<file path="src/rtl/sir_uart_pkg.sv">
// Shared types and constants for the sir_uart_tx serial transmitter.
package sir_uart_pkg;

  // Transmitter FSM states; PARITY is reachable only when SIR_UART_PARITY_EN is defined.
  typedef enum logic [2:0] {
    IDLE,
    START,
    DATA,
    PARITY,
    STOP
  } tx_state_t;

  localparam int DATA_BITS   = 8;
  localparam int ERR_CNT_MAX = 255;

endpackage

</file>
<file path="src/rtl/sir_fifo.sv">
// Small synchronous FIFO buffering samples ahead of the serial transmitter.
// Pointers carry one extra wrap bit so full and empty are unambiguous.
// A write while full is legal only together with a read in the same cycle.
module sir_fifo #(
  parameter int DEPTH = 4,
  parameter int W     = 8
) (
  input  logic         clk,
  input  logic         reset,
  input  logic         wr_en,
  input  logic [W-1:0] wr_data,
  input  logic         rd_en,
  output logic [W-1:0] rd_data,
  output logic         full,
  output logic         empty
);

  localparam int AW = $clog2(DEPTH);

  logic [AW:0]  wr_ptr_q;
  logic [AW:0]  rd_ptr_q;
  logic [AW:0]  count;
  logic [W-1:0] mem_q [DEPTH];

  // Read and write pointers advance on each accepted access.
  always_ff @(posedge clk or posedge reset) begin
    if (reset) begin
      wr_ptr_q <= '0;
      rd_ptr_q <= '0;
    end else begin
      if (wr_en) wr_ptr_q <= wr_ptr_q + 1'b1;
      if (rd_en) rd_ptr_q <= rd_ptr_q + 1'b1;
    end
  end

  // Storage array written at the write pointer.
  // NOTE: the data array has no reset; emptiness is tracked by the pointers alone,
  // so stale contents are never observed and the array can map onto plain RAM.
  always_ff @(posedge clk) begin
    if (wr_en) mem_q[wr_ptr_q[AW-1:0]] <= wr_data;
  end

  assign count   = wr_ptr_q - rd_ptr_q;
  assign full    = (count == (AW+1)'(DEPTH));
  assign empty   = (count == '0);
  assign rd_data = mem_q[rd_ptr_q[AW-1:0]];

endmodule

</file>
<file path="src/rtl/sir_uart_tx.sv">
// sir_uart_tx: buffers (sir, tester) samples in a FIFO and shifts the data
// bytes out LSB first on a UART-style line (start, 8 data, stop). Also keeps
// a saturating count of disagreement cycles and a sticky overflow flag.
// Optional feature: define SIR_UART_PARITY_EN to insert an even-parity bit
// between the data bits and the stop bit.
module sir_uart_tx
  import sir_uart_pkg::*;
#(
  parameter int DEPTH    = 4,
  parameter int BAUD_DIV = 16,
  parameter int W        = 8
) (
  input  logic         clk,
  input  logic         reset,
  input  logic         en,
  input  logic [W-1:0] in_data,
  input  logic         in_tester,
  output logic         tx,
  output logic         busy,
  output logic         full,
  output logic         drop,
  output logic [7:0]   err_cnt
);

  localparam int             BW        = $clog2(BAUD_DIV);
  localparam logic [BW-1:0]  BAUD_LAST = BW'(BAUD_DIV - 1);
  localparam logic [2:0]     BIT_LAST  = 3'(DATA_BITS - 1);
  localparam logic [7:0]     ERR_MAX   = 8'(ERR_CNT_MAX);

  tx_state_t     state_q, state_d;
  logic [BW-1:0] baud_q, baud_d;
  logic [2:0]    bit_q, bit_d;
  logic [W-1:0]  shift_q, shift_d;
  logic          tx_q, tx_d;
  logic          busy_q, busy_d;
  logic          drop_q, drop_d;
  logic [7:0]    err_q, err_d;
  logic          par_bit;

  logic          pop;
  logic          push;
  logic          fifo_full;
  logic          fifo_empty;
  logic [W-1:0]  fifo_rd_data;

`ifdef SIR_UART_PARITY_EN
  logic par_q, par_d;
  assign par_bit = par_d;
`else
  assign par_bit = 1'b1;
`endif

  sir_fifo #(
    .DEPTH (DEPTH),
    .W     (W)
  ) u_fifo (
    .clk     (clk),
    .reset   (reset),
    .wr_en   (push),
    .wr_data (in_data),
    .rd_en   (pop),
    .rd_data (fifo_rd_data),
    .full    (fifo_full),
    .empty   (fifo_empty)
  );

  // A pop in the same cycle frees a slot, so a full FIFO can still accept.
  assign push    = en && (!fifo_full || pop);
  assign drop_d  = drop_q || (en && fifo_full && !pop);
  assign err_d   = (en && !in_tester && (err_q != ERR_MAX)) ? err_q + 8'd1 : err_q;

  // Frame sequencing, baud timing, shift register and the registered line level.
  // NOTE: every variable gets its default before the case; a path that skips an
  // assignment would otherwise infer a latch.
  always_comb begin
    state_d = state_q;
    baud_d  = baud_q;
    bit_d   = bit_q;
    shift_d = shift_q;
`ifdef SIR_UART_PARITY_EN
    par_d   = par_q;
`endif
    pop     = 1'b0;

    unique case (state_q)
      IDLE: begin
        if (!fifo_empty) begin
          pop     = 1'b1;
          state_d = START;
          baud_d  = '0;
        end
      end
      START: begin
        if (baud_q == BAUD_LAST) begin
          baud_d  = '0;
          bit_d   = '0;
          state_d = DATA;
        end else begin
          baud_d = baud_q + 1'b1;
        end
      end
      DATA: begin
        if (baud_q == BAUD_LAST) begin
          baud_d  = '0;
          shift_d = {1'b0, shift_q[W-1:1]};
          bit_d   = bit_q + 1'b1;
          if (bit_q == BIT_LAST) begin
`ifdef SIR_UART_PARITY_EN
            state_d = PARITY;
`else
            state_d = STOP;
`endif
          end
        end else begin
          baud_d = baud_q + 1'b1;
        end
      end
      PARITY: begin
        if (baud_q == BAUD_LAST) begin
          baud_d  = '0;
          state_d = STOP;
        end else begin
          baud_d = baud_q + 1'b1;
        end
      end
      STOP: begin
        if (baud_q == BAUD_LAST) begin
          baud_d = '0;
          if (!fifo_empty) begin
            pop     = 1'b1;
            state_d = START;
          end else begin
            state_d = IDLE;
          end
        end else begin
          baud_d = baud_q + 1'b1;
        end
      end
      default: state_d = IDLE;
    endcase

    // Capture the next byte (and its parity) as it leaves the FIFO.
    if (pop) begin
      shift_d = fifo_rd_data;
`ifdef SIR_UART_PARITY_EN
      par_d   = ^fifo_rd_data;
`endif
    end

    // Line level follows the state being entered, so tx changes with the state.
    unique case (state_d)
      START:   tx_d = 1'b0;
      DATA:    tx_d = shift_d[0];
      PARITY:  tx_d = par_bit;
      default: tx_d = 1'b1;
    endcase
    busy_d = (state_d != IDLE);
  end

  // State, counters and registered outputs; reset drives the line high at once.
  // NOTE: sequential state uses non-blocking assignments so every register
  // samples the pre-edge values regardless of statement order.
  always_ff @(posedge clk or posedge reset) begin
    if (reset) begin
      state_q <= IDLE;
      baud_q  <= '0;
      bit_q   <= '0;
      shift_q <= '0;
      tx_q    <= 1'b1;
      busy_q  <= 1'b0;
      drop_q  <= 1'b0;
      err_q   <= '0;
`ifdef SIR_UART_PARITY_EN
      par_q   <= 1'b0;
`endif
    end else begin
      state_q <= state_d;
      baud_q  <= baud_d;
      bit_q   <= bit_d;
      shift_q <= shift_d;
      tx_q    <= tx_d;
      busy_q  <= busy_d;
      drop_q  <= drop_d;
      err_q   <= err_d;
`ifdef SIR_UART_PARITY_EN
      par_q   <= par_d;
`endif
    end
  end

  assign tx      = tx_q;
  assign busy    = busy_q;
  assign full    = fifo_full;
  assign drop    = drop_q;
  assign err_cnt = err_q;

endmodule

</file>
<file path="config.mk">
export PLATFORM = sky130hd
export DESIGN_NAME = sir_uart_tx
export DESIGN_NICKNAME = d
export VERILOG_FILES = /design/src/rtl/sir_uart_pkg.sv /design/src/rtl/sir_fifo.sv /design/src/rtl/sir_uart_tx.sv
export SDC_FILE = /design/constraint.sdc
export NUM_CORES = 1
export LEC_CHECK = 0
export ABC_AREA = 1
export BUFFER_PORTS_ARGS = -buffer_cell sky130_fd_sc_hd__buf_2
export CAP_MARGIN = 40
export CELL_PAD_IN_SITES_DETAIL_PLACEMENT = 1
export CELL_PAD_IN_SITES_GLOBAL_PLACEMENT = 1
export CORE_AREA = 2 2 87 89
export DETAILED_ROUTE_END_ITERATION = 7
export DIE_AREA = 0 0 89 91
export HOLD_SLACK_MARGIN = 0.1
export PLACE_DENSITY = 0.76
export REMOVE_ABC_BUFFERS = 1
export SKIP_CTS_REPAIR_TIMING = 1
export SYNTH_ARGS = -nofsm -noshare
export SYNTH_HDL_FRONTEND = slang
export SYNTH_HIERARCHICAL = 1
export SYNTH_SLANG_ARGS = --single-unit
</file>
<file path="constraint.sdc">
create_clock -name clk -period 3.4 [get_ports clk]
set_input_delay 0.68 -clock clk [delete_from_list [all_inputs] [get_ports clk]]
set_output_delay 0.68 -clock clk [all_outputs]
set_load 0.02 [all_outputs]
</file>
; ---- Word-level counts from Yosys, hierarchy flattened
; Memories as Yosys holds them, arrays and structs flattened.
; Index checks and enable logic that the tools add are counted.
[totals]
register_bits = 35
ramBits = 32
in_bits = 12
out_inout_bits = 12
mem_count = 1
[classes]
n_addsub = 6
n_eq_ne = 13
mux = 23
reduce_logical = 21
[mem_list]
columns = name, depth, width, rd, rd_clocked_by_memory_dff, write_ports, line
row1 = u_fifo.mem_q, 4, 8, 1, 0, 1, sir_fifo.sv:23  ; logic [W-1:0] mem_q [DEPTH];
[ops]
columns = operator, count
row1 = $mux W3, 8
row2 = $mux W8, 3
row3 = $pmux W3 S5, 1
row4 = $add A3 B1 Y3 const B, 3
row5 = $eq A3 B2 Y1 const B, 3
row6 = $eq A3 B3 Y1 const B, 3
row7 = $add A8 B1 Y8 const B, 1
row8 = $mux W4, 2
row9 = $ne A8 B8 Y1 const B, 1
row10 = $pmux W4 S2, 1
row11 = $reduce_bool A2 Y1, 4
row12 = $eq A3 B1 Y1 const B, 2
row13 = $logic_not A3 Y1, 2
row14 = $ne A2 B2 Y1 const B, 3
row15 = $pmux W3 S2, 1
row16 = $logic_and A1 B1 Y1, 5
row17 = $mux W1, 5
row18 = $add A4 B1 Y4 const B, 1
row19 = $eq A4 B4 Y1 const B, 1
row20 = $pmux W1 S2, 2
row21 = $reduce_and A2 Y1, 2
row22 = $reduce_or A4 Y1, 1
row23 = $logic_not A1 Y1, 3
row24 = $reduce_and A3 Y1, 1
row25 = 3 further kinds, 4

; ---- Depth between registers and ports, before layout
[logic_depth]
depth_word = 9
depth_mapped = 15

; ---- Hierarchy
; Netlist, hierarchy kept.
[by_module_without_submodules]
columns = module, n_inst, cells_each, area_per_inst_um2, seq_area_each_um2
row1 = sir_fifo, 1, 143, 1655.3, 1111.1
row2 = sir_uart_tx, 1, 184, 1532.7, 726.9

; ---- Worst setup path before layout
; No wires, ideal clock.
[synth_path]
path_type = reg-to-reg
from = reg u_fifo.rd_ptr_q[1]
to = mem u_fifo.mem_q[3][0], enable pin
arrival_time_ps = 2066
path_slack_ps = 1010
path_stages_with_launch = 15
n_path_buf = 3
path_cell_list = dfrtp_1 > inv_2 > buf_6 > ha_1 > a21oi_1 > nand2_1 > nand2_1 > nor2_1 > inv_1 > nand3_2 > buf_6 > a21oi_1 > clkbuf_2 > nand2_1 > inv_1
[synth_via]
elab_chain_cells = 9
[synth_rtl]
columns = item, line
row1 = start: declaration, sir_fifo.sv:21  ; logic [AW:0] rd_ptr_q;
row2 = start signal: assignment, sir_fifo.sv:32  ; if (rd_en) rd_ptr_q <= rd_ptr_q + 1'b1;
row3 = $sub A3 B3 Y3 (*), sir_fifo.sv:43  ; assign count = wr_ptr_q - rd_ptr_q;
row4 = $logic_not A3 Y1 (*), sir_fifo.sv:45  ; assign empty = (count == '0);
row5 = named net fifo_empty, sir_uart_tx.sv:43  ; logic fifo_empty;
row6 = $mux W1 (*), "sir_uart_tx.sv:87, sir_uart_tx.sv:129"
row7 = $mux W1, sir_uart_tx.sv:127  ; if (baud_q == BAUD_LAST) begin
row8 = $pmux W1 S2 (*), sir_uart_tx.sv:85  ; unique case (state_q)
row9 = $logic_or A1 B1 Y1 (*), sir_uart_tx.sv:68  ; assign push = en && (!fifo_full || pop);
row10 = $logic_and A1 B1 Y1 (*), sir_uart_tx.sv:68
row11 = named net push, sir_uart_tx.sv:41  ; logic push;
row12 = $mux W1 (*), sir_fifo.sv:40  ; if (wr_en) mem_q[wr_ptr_q[AW-1:0]] <= wr_data;
row13 = $mux W1 (implied by the code) (*), sir_fifo.sv:40
row14 = end: declaration, sir_fifo.sv:23
; The timed path passes the listed nets; every way through them passes the cells marked *.

; ---- Worst setup path in the final report
[layout_path]
from = reg u_fifo.rd_ptr_q[1]
to = mem u_fifo.mem_q[3][7], enable pin
; The elaborated chain is that of the path after synthesis.

==> out/metrics.cfg <==
[status]
status = completed

[place]
dp_cells = 445
routabilityCongestion = 0.765
port_buffers = 23
dpl_cell_area_mm2 = 0.00338
hpwlAfterDp_um = 4700

[setup_path]
crit_chain = inv_2 -> ha_1 -> a21oi_1 -> nand2_1 -> nand2_1 -> nor2_1 -> inv_1 -> nand3_2 -> a21oi_1 -> nand2_1 -> inv_1
cp-start-kind = flop
critPathBufInv = 3
arrival_ns = 2.80
path_class = reg -> reg
r2r_start = u_fifo/rd_ptr_q[1]
cp.required_ns = 3.42
slowest_delay_ns = 0.48
cp-end-kind = flop
crit_path_max_fanout = 16
slowest_stage = a21oi_1
worst_path_most_repeated_cell = nand2_1
critical-path-top-delay-family = compound AO/OA/AOI/OAI gates
cp-startpoint = u_fifo/rd_ptr_q[1]

[sta]
maxSlewViolCount = 0
finalSetupViolCount = 0
finalCriticalPeriod_ns = 2.78
fin_skew_ns = 0.0131
max_freq_mhz = 360
rsz0062_at_grt = no
min_period_over_period_pct = 81.6
finalHoldViolations = 0
tightest_slew_ns = 0.584
fin_tns_setup_ns = 0
relSlewSlack_pct = 61.1

[global_routing]
grt_pass1_vias = 2229
grt_max_degree = 30
antenna_found_initial = 0
grt_pass1_wl_um = 10600
grt.total_usage_pct = 17.3
overflow = 0

[power_and_ir_drop]
leakage_uw = 0.00160
power_uw = 3080
combPwrFrac_pct = 38.4
p_int_uw = 1810
pwr-share-clk_pct = 19.3
powerDensity_mw_per_mm2 = 866
sequentialPowerShare_pct = 42.3
irDropWorstVdd_v = 0.000305
switching_share_pct = 41.3
p_sw_uw = 1270

[layout]
design_area_mm2 = 0.00356
final_common_cell = nand2_1
fillers = 872
areaGrowthSynthToFinish_pct = 11.6
final_cell_mix = 78 x nand2_1, 37 x nor2_1, 34 x dfrtp_1
nets = 380
drive_gt1_share_pct = 16.0
fin_cells = 461
diodes = 0

[routing]
drc = 0
vias = 2241
wire_per_inst_um = 13.6
viasPerCell = 4.86
first_iter_violations = 55
drt_wl_total_um = 6290
ant_nets = 0
firstDrtPassIters = 4

[clocking]
h-tree-depth = 3
path_clk_slew_ns = 0.08
cts_buffers = 9
cts_num_sinks = 67
clkLatencyLatePin_ns = 0.35
root_buffer = clkbuf_8
cts_max_path_buffers = 2
cts_tree = built

[hold_path]
hp-class = in -> async

[synth]
synthDistinctLibCells = 31
synth_top_area_share_pct = 30.1
ys_seq_area_share_pct = 57.7
ys_seq_elements = 67
syn_avg_cell_area_um2 = 9.75
yosysTopAreaCell = edfxtp_1
synth.area.top_cells = edfxtp_1 30%, dfrtp_1 27%, nand2_1 9.2%, nor2_1 4.4%, ha_1 4.3%
netlist_instances = 327
yosys_warnings = 6
netlist_area_mm2 = 0.00319

[die]
core.rowCount = 31
core_area_mm2 = 0.00714
die_area_mm2 = 0.00810
die_h_um = 91
die_w_um = 89
initial_utilization_pct = 44.7
io_pins = 24

[flow_run]
cap_viol_max_count = 0

==> sequential cells by signal, summed over array words and instances (netlist names) <==
| name | flops |
|---|---|
| baud_q | 4 |
| bit_q | 3 |
| busy | 1 |
| drop | 1 |
| err_cnt | 8 |
| shift_q | 8 |
| state_q | 3 |
| tx | 1 |
| u_fifo/mem_q | 32 |
| u_fifo/rd_ptr_q | 3 |
| u_fifo/wr_ptr_q | 3 |
==> routing by layer <==
metal | up-vias | wire length [um] | GRT usage (%)
met5 | - | 0 | 0
met4 | 0 | 126 | 7.46
met3 | 9 | 133 | 3.55
met2 | 23 | 2880 | 26.2
met1 | 1076 | 3150 | 23.9
li1 | 1133 | - | -
==> power groups by stage <==
stage               combinational (uW)  clock (uW)  sequential, uW
finish                            1180         594            1300
global route                      1370         645            1340
CTS                               1200         612            1310
detailed placement                1190           0            1320
global placement                  1160           0            1310
floorplan                          813           0            1350
==> worst register-to-register path: cells and delay by family, from the launching register on <==
family	cells	cell delay [ns]
AND/OR/NAND/NOR	5	0.46
adder cells (fa/ha/maj)	1	0.31
AO/OA/AOI/OAI	2	0.70
flip-flops	1	0.42
buffers and inverters	3	0.57
==> cell usage after synthesis, drive strengths merged <==
cell type and instances:
xnor2 5, o21bai 1, a22o 3, a31o 2, nand2 82, edfxtp 32
nor2 39, clkinv 1, nand4 3, nor3 1, a21oi 3, o21ai 34
and2 1, nand3b 2, clkbuf 1, xor2 7, ha 11, dfstp 1
nand3 26, buf 6, dfrtp 34, inv 32
==> stage by stage <==
step           hold slack [ns]  setup slack (ns)  util (%)
6_report                 0.253             0.624      49.9
5_1_grt                  0.267             0.324      49.9
4_1_cts                  0.256             0.591      49.9
3_3_place_gp             0.453             0.761      47.4
2_1_floorplan            0.453             0.837         -
3_5_place_dp             0.457             0.609      47.4
==> final timing paths <==
path | end | slack (ns) | cells after the start
max | u_fifo/mem_q[3][7] | 0.62 | 11
min | u_fifo/rd_ptr_q[1] | 0.25 | 2
max reg2reg | u_fifo/mem_q[3][7] | 0.62 | 11
min reg2reg | drop | 0.47 | 1
max in group asynchronous | tx | 2.67 | 3
min in group clk | drop | 0.47 | 1
==> final cells by class <==
cell class              instances  area [um2]  share of cell area, %
well taps                      99         124                   3.48
flip-flops and latches         67        1840                   51.7
clock buffers                   9         124                   3.48
repair buffers                 26         138                   3.87
clock inverters                 7        51.3                   1.44
multi-input cells             220        1160                   32.5
inverters                      33         128                   3.59
==> logic make-up (layout without fill, tap and decap cells) <==
kind of cell | Yosys count | after routing | share of synthesized area [%]
AND/OR/NAND/NOR | 154 | 154 | 21.2
XOR/XNOR | 12 | 12 | 3.30
adder cells (fa/ha/maj) | 11 | 11 | 4.32
flip-flops | 67 | 67 | 57.7
AO/OA/AOI/OAI | 43 | 43 | 7.42
buffers and inverters | 40 | 75 | 6.08
Power figures use the tool's default switching activity.
